<file path="src/rtl/fir_moving_avg_mc.sv">
// fir_moving_avg_mc: multi-channel moving-average FIR with optional decimation
module fir_moving_avg_mc #(
  parameter real TCQ        = 0.1,
  parameter int  DATA_WIDTH = 16,
  parameter int  CH_NUM     = 4,
  parameter int  MAX_TAPS   = 32
) (
  input  logic                         clk_i,
  input  logic                         rst_i,
  input  logic                         laser_start_i,
  input  logic [7:0]                   win_len_i,
  input  logic                         decim_en_i,
  input  logic                         laser_vld_i,
  input  logic [CH_NUM*DATA_WIDTH-1:0] laser_data_i,
  output logic                         lp_laser_vld_o,
  output logic [CH_NUM*DATA_WIDTH-1:0] lp_laser_data_o,
  output logic                         win_full_o
);
  localparam int DW = DATA_WIDTH;
  localparam int AW = $clog2(MAX_TAPS);
  localparam int SW = DW + AW;
  if (MAX_TAPS < 2 || MAX_TAPS > 256 || (MAX_TAPS & (MAX_TAPS - 1)) != 0 || TCQ < 0.0) begin : g_bad_param
    $error("fir_moving_avg_mc: MAX_TAPS must be a power of two in 2..256 and TCQ non-negative");
  end
  logic          start_q, armed_q, dec_q, full_q, v1_q, v2_q, v3_q, vld_q;
  logic [8:0]    w_q, fill_q, phase_q;
  logic [AW-1:0] ptr_q;
  logic [SW-1:0] sum_q [CH_NUM];
  logic [DW-1:0] q2_q  [CH_NUM];
  logic [DW-1:0] q3_q  [CH_NUM];
  logic [DW-1:0] mem   [CH_NUM][MAX_TAPS];
  logic [CH_NUM*DW-1:0] out_q;
  logic          rise, acc, dec_eff, last, emit, hist, full_d;
  logic [8:0]    w_new, w_eff, fill_d, phase_d;
  logic [AW-1:0] rd_idx, ptr_d;
  logic [SW-1:0] sum_d [CH_NUM];
  logic [DW-1:0] q2_d  [CH_NUM];
  always_comb begin
    rise    = laser_start_i & ~start_q;
    w_new   = ({1'b0, win_len_i} >= 9'(MAX_TAPS)) ? 9'(MAX_TAPS) : {1'b0, win_len_i} + 9'd1;
    w_eff   = rise ? w_new : w_q;
    dec_eff = rise ? decim_en_i : dec_q;
    acc     = laser_vld_i & laser_start_i & (armed_q | rise);
    last    = phase_q == w_eff - 9'd1;
    emit    = acc & (~dec_eff | last);
    // zero-filled history until W samples are in; index wraps naturally at MAX_TAPS
    hist    = fill_q >= w_eff;
    rd_idx  = ptr_q - w_eff[AW-1:0];
    fill_d  = (acc & ~hist) ? fill_q + 9'd1 : fill_q;
    phase_d = acc ? (last ? 9'd0 : phase_q + 9'd1) : phase_q;
    ptr_d   = acc ? ptr_q + 1'b1 : ptr_q;
    full_d  = fill_d >= w_eff;
    for (int c = 0; c < CH_NUM; c++) begin
      sum_d[c] = acc ? sum_q[c] + SW'(laser_data_i[c*DW +: DW]) - (hist ? SW'(mem[c][rd_idx]) : '0) : sum_q[c];
      q2_d[c]  = DW'(sum_q[c] / SW'(w_q));
    end
  end
  always_ff @(posedge clk_i) begin
    if (acc)
      for (int c = 0; c < CH_NUM; c++) mem[c][ptr_q] <= laser_data_i[c*DW +: DW];
  end
  always_ff @(posedge clk_i or posedge rst_i) begin
    if (rst_i) begin
      start_q <= 1'b1;
      armed_q <= 1'b0;
      dec_q   <= 1'b0;
      w_q     <= 9'd1;
      fill_q  <= '0;
      phase_q <= '0;
      ptr_q   <= '0;
      full_q  <= 1'b0;
      v1_q    <= 1'b0;
      v2_q    <= 1'b0;
      v3_q    <= 1'b0;
      vld_q   <= 1'b0;
      out_q   <= '0;
      for (int c = 0; c < CH_NUM; c++) begin
        sum_q[c] <= '0;
        q2_q[c]  <= '0;
        q3_q[c]  <= '0;
      end
    end else begin
      start_q <= laser_start_i;
      vld_q   <= v3_q & laser_start_i;
      if (v3_q & laser_start_i)
        for (int c = 0; c < CH_NUM; c++) out_q[c*DW +: DW] <= q3_q[c];
      q2_q <= q2_d;
      q3_q <= q2_q;
      if (!laser_start_i) begin
        armed_q <= 1'b0;
        fill_q  <= '0;
        phase_q <= '0;
        ptr_q   <= '0;
        full_q  <= 1'b0;
        v1_q    <= 1'b0;
        v2_q    <= 1'b0;
        v3_q    <= 1'b0;
        for (int c = 0; c < CH_NUM; c++) sum_q[c] <= '0;
      end else begin
        armed_q <= armed_q | rise;
        w_q     <= w_eff;
        dec_q   <= dec_eff;
        fill_q  <= fill_d;
        phase_q <= phase_d;
        ptr_q   <= ptr_d;
        full_q  <= full_d;
        v1_q    <= emit;
        v2_q    <= v1_q;
        v3_q    <= v2_q;
        sum_q   <= sum_d;
      end
    end
  end
  assign lp_laser_vld_o  = vld_q;
  assign lp_laser_data_o = out_q;
  assign win_full_o      = full_q;
endmodule

</file>
<file path="config.mk">
export PLATFORM = sky130hd
export DESIGN_NAME = fir_moving_avg_mc
export DESIGN_NICKNAME = d
export VERILOG_FILES = /design/src/rtl/fir_moving_avg_mc.sv
export SDC_FILE = /design/constraint.sdc
export NUM_CORES = 2
export LEC_CHECK = 0
export ABC_AREA = 1
export CORE_MARGIN = 2
export CORE_UTILIZATION = 31
export DETAILED_ROUTE_END_ITERATION = 8
export PLACE_DENSITY = 0.41
export RECOVER_POWER = 25
export SYNTH_ARGS = -nofsm -noshare
export SYNTH_HDL_FRONTEND = slang
export SYNTH_SLANG_ARGS = --single-unit
</file>
<file path="constraint.sdc">
create_clock -name clk_i -period 64.1 [get_ports clk_i]
set_clock_uncertainty 0.1 [all_clocks]
set_input_delay 16.025 -clock clk_i [delete_from_list [all_inputs] [get_ports clk_i]]
set_output_delay 16.025 -clock clk_i [all_outputs]
set_load 0.005 [all_outputs]
</file>
==> summary.md <==
| Metric | Value |
|---|---|
| Tot GR Track Use | `20.0%` |
| Setup TNS | `0 ns` |
| Critical Path Most Common Cell | `nand2_1` |
| Initial antenna violation count | `26` |
| Final ANT Viol Nets | `0` |
| Post-cts resize count | `0` |
| Failing checks | `max-capacitance violations, max-slew violations` |
| WHS Endpoint | `q3_q[39]` |
| Vias per cell | `4.95` |
| Crit path largest cell delay | `0.95 ns` |
| Internal reg-to-reg setup slack | `14.79 ns` |
| Period minus WS final | `49.31 ns` |
| Fin. max-slew vios | `590` |
| CP Class | `reg -> reg` |
| Global-route wire length before repair | `653000 µm` |
| Nature of the critical path endpoint | `flop` |
| Reg2Reg Launch Point | `w_q[0]` |
| Outcome | `complete, but fails checks` |
| Post-CTS Setup Bufs | `0` |
| Largest net degree at the start of global routing | `173` |
| Synth top area cells | `edfxtp_1 46%, nand2_1 9.5%, ha_1 7.1%` |
| Min-delay src | `q2_q[39]` |
| Top post-synthesis cells by count | `3369 x nand2_1, 2048 x edfxtp_1, 1248 x inv_1` |
| Drt pass-1 iters | `6` |
| Row Count | `240` |
| RSZ-0062 raised after global routing | `false` |
| WL final | `442000 µm` |
| Initial Utilization | `31.1%` |
| Worst slew pin tran | `2.73 ns` |
| Post-DP HPWL | `269000 µm` |
| WL/cell | `22.4 µm` |
| DRC violations left | `0` |
| # port buffers | `142` |
| Worst hold-check path type | `reg -> reg` |
| Clock buffer count from CTS | `293` |
| Mapped Area | `132000 µm²` |
| Mapped Nets | `14617` |
| Startpoint Class | `flop` |
| GPL Wtd Cong | `0.804` |
| Register area share after synthesis | `52.4%` |
| Core area | `426000 µm²` |
| Root Driver | `clkbuf_16` |
| Synth warnings | `0` |
| Count of nets after finishing | `14678` |
| Reg2reg path depth | `316` |
| Asr flop ratio synth | `13.4%` |
| H-tree Lvls | `5` |
| Post-synthesis area per instance | `9.65 µm²` |
| Post-synth EDFFs | `2048` |
| Share of cells above drive strength 1 | `8.25%` |
| Slowest CP cell | `dfstp_1` |
| Via count | `97612` |
| MaxCap Viol Count | `18` |
| DR top layer | `met4` |
| Slew headroom | `-82.9%` |
| Die H | `658 µm` |
| TritonCTS clock tree | `yes` |
| Hold path cells | `0` |
| Cell taking the most area after synthesis | `edfxtp_1` |
| Die extent in x | `658 µm` |
| Final Cycle Share | `76.9%` |
| R2R Path End | `q2_q[32]` |
| Met3 wire len | `17100 µm` |
| IO Pins | `143` |
| Met1 Wirelength | `214000 µm` |
| Clk_lat worst skew | `0.96 ns` |
| Share of the synthesized area in the top cell type | `46.4%` |
| Flops & latches, synth | `2364` |
| Layout area overhead | `13.1%` |
| Cts hold-fix bufs | `0` |
| CTS Buffer Depth | `4` |
| Crit-path max FO | `30` |
| Worst EP arrival | `49.99 ns` |
| Unique masters post-synth | `79` |
| Max Freq | `20.3 MHz` |
| Setup violators final | `0` |
| Hold Fails Final Rpt | `0` |
| Clk sink count | `2364` |
| Grt ovf | `0` |
| Die Footprint | `433000 µm²` |
| Most frequent cell after synthesis | `nand2_1` |
| DR iter-0 viols | `7038` |
| CP Data Required Time | `64.78 ns` |
| Post-Syn Instances | `13727` |
| Synth Flop Type | `edfxtp_1` |
| Vias in the first global route | `95477` |
| Worst-path clk slew | `0.05 ns` |
| WL met2 | `204000 µm` |
## through the flow
step	hold WS [ns]	setup WS [ns]	util, %	std cells	cell area (µm²)
2_1_floorplan	0.231	21.98	-	13727	132000
3_3_place_gp	0.231	16.13	33.0	19180	141000
3_5_place_dp	0.235	16.18	33.0	19180	141000
4_1_cts	0.224	15.94	35.2	19704	150000
5_1_grt	0.225	8.29	35.1	19706	150000
6_report	0.227	14.79	35.1	19707	150000
## kinds of logic after synthesis
kind of cell | after synthesis | synth area share [%]
AO/OA/AOI/OAI | 2621 | 12.2
XOR/XNOR | 479 | 3.17
adder cells (fa/ha/maj) | 813 | 8.05
buffers and inverters | 1916 | 5.63
flip-flops | 2364 | 52.4
multiplexers | 1 | 0.00756
AND/OR/NAND/NOR | 5533 | 18.6
## layer usage
layer,vias to the layer above,GRT usage [%]
met5,-,0
met3,415,2.21
met1,47613,28.6
met4,0,3.55
li1,47882,-
met2,1702,33.0
## placed cells by master (no fill, tap or decap), drive strengths merged, types with 100 or more instances in the layout
| master | n |
|---|---|
| a21oi | 1162 |
| a221oi | 259 |
| buf | 202 |
| clkbuf | 402 |
| clkdlybuf4s50 | 100 |
| clkinv | 149 |
| dfrtp | 314 |
| edfxtp | 2048 |
| ha | 748 |
| inv | 1291 |
| nand2 | 3517 |
| nand3 | 926 |
| nand4 | 126 |
| nor2 | 686 |
| nor3 | 125 |
| o21ai | 609 |
| xnor2 | 192 |
| xor2 | 287 |
## sequential cells by signal, summed over array words and instances, names as in the netlist
register         cells
mem               2048
dec_q                1
q3_q                64
fill_q               9
armed_q              1
ptr_q                5
v3_q                 1
w_q                  9
v1_q                 1
win_full_o           1
v2_q                 1
phase_q              9
lp_laser_vld_o       1
q2_q                64
lp_laser_data_o     64
sum_q               84
start_q              1
## cell type report
cell class | count | area, µm²
sequential | 2364 | 69400
clock inverter | 165 | 1530
fill | 43355 | 277000
multi-input combinational | 9447 | 55900
timing repair buffer | 386 | 3280
inverter | 1296 | 4920
antenna | 3 | 7.51
clock buffer | 359 | 7680
tap | 5687 | 7120
## worst max-delay path, delay by kind of cell (launching register included)
kind / cells / cell delay, ns
buffers and inverters: 51 / 6.20
adders and majority gates: 21 / 6.94
DFF: 1 / 0.95
AOI/OAI and AO/OA: 102 / 17.84
and+or+nand+nor: 142 / 16.93
## worst max-delay path by stage
stage | start | endpoint | cells after the start
3_5_place_dp | w_q[0] | q2_q[32] | 316
5_1_grt | w_q[0] | q2_q[32] | 316
6_report | w_q[0] | q2_q[32] | 316
3_3_place_gp | w_q[0] | q2_q[32] | 315
2_1_floorplan | w_q[0] | q2_q[48] | 307
4_1_cts | w_q[0] | q2_q[32] | 315
Power is not shown: default switching activity piles up to over one toggle a cycle in this logic, so the estimate is an artifact.
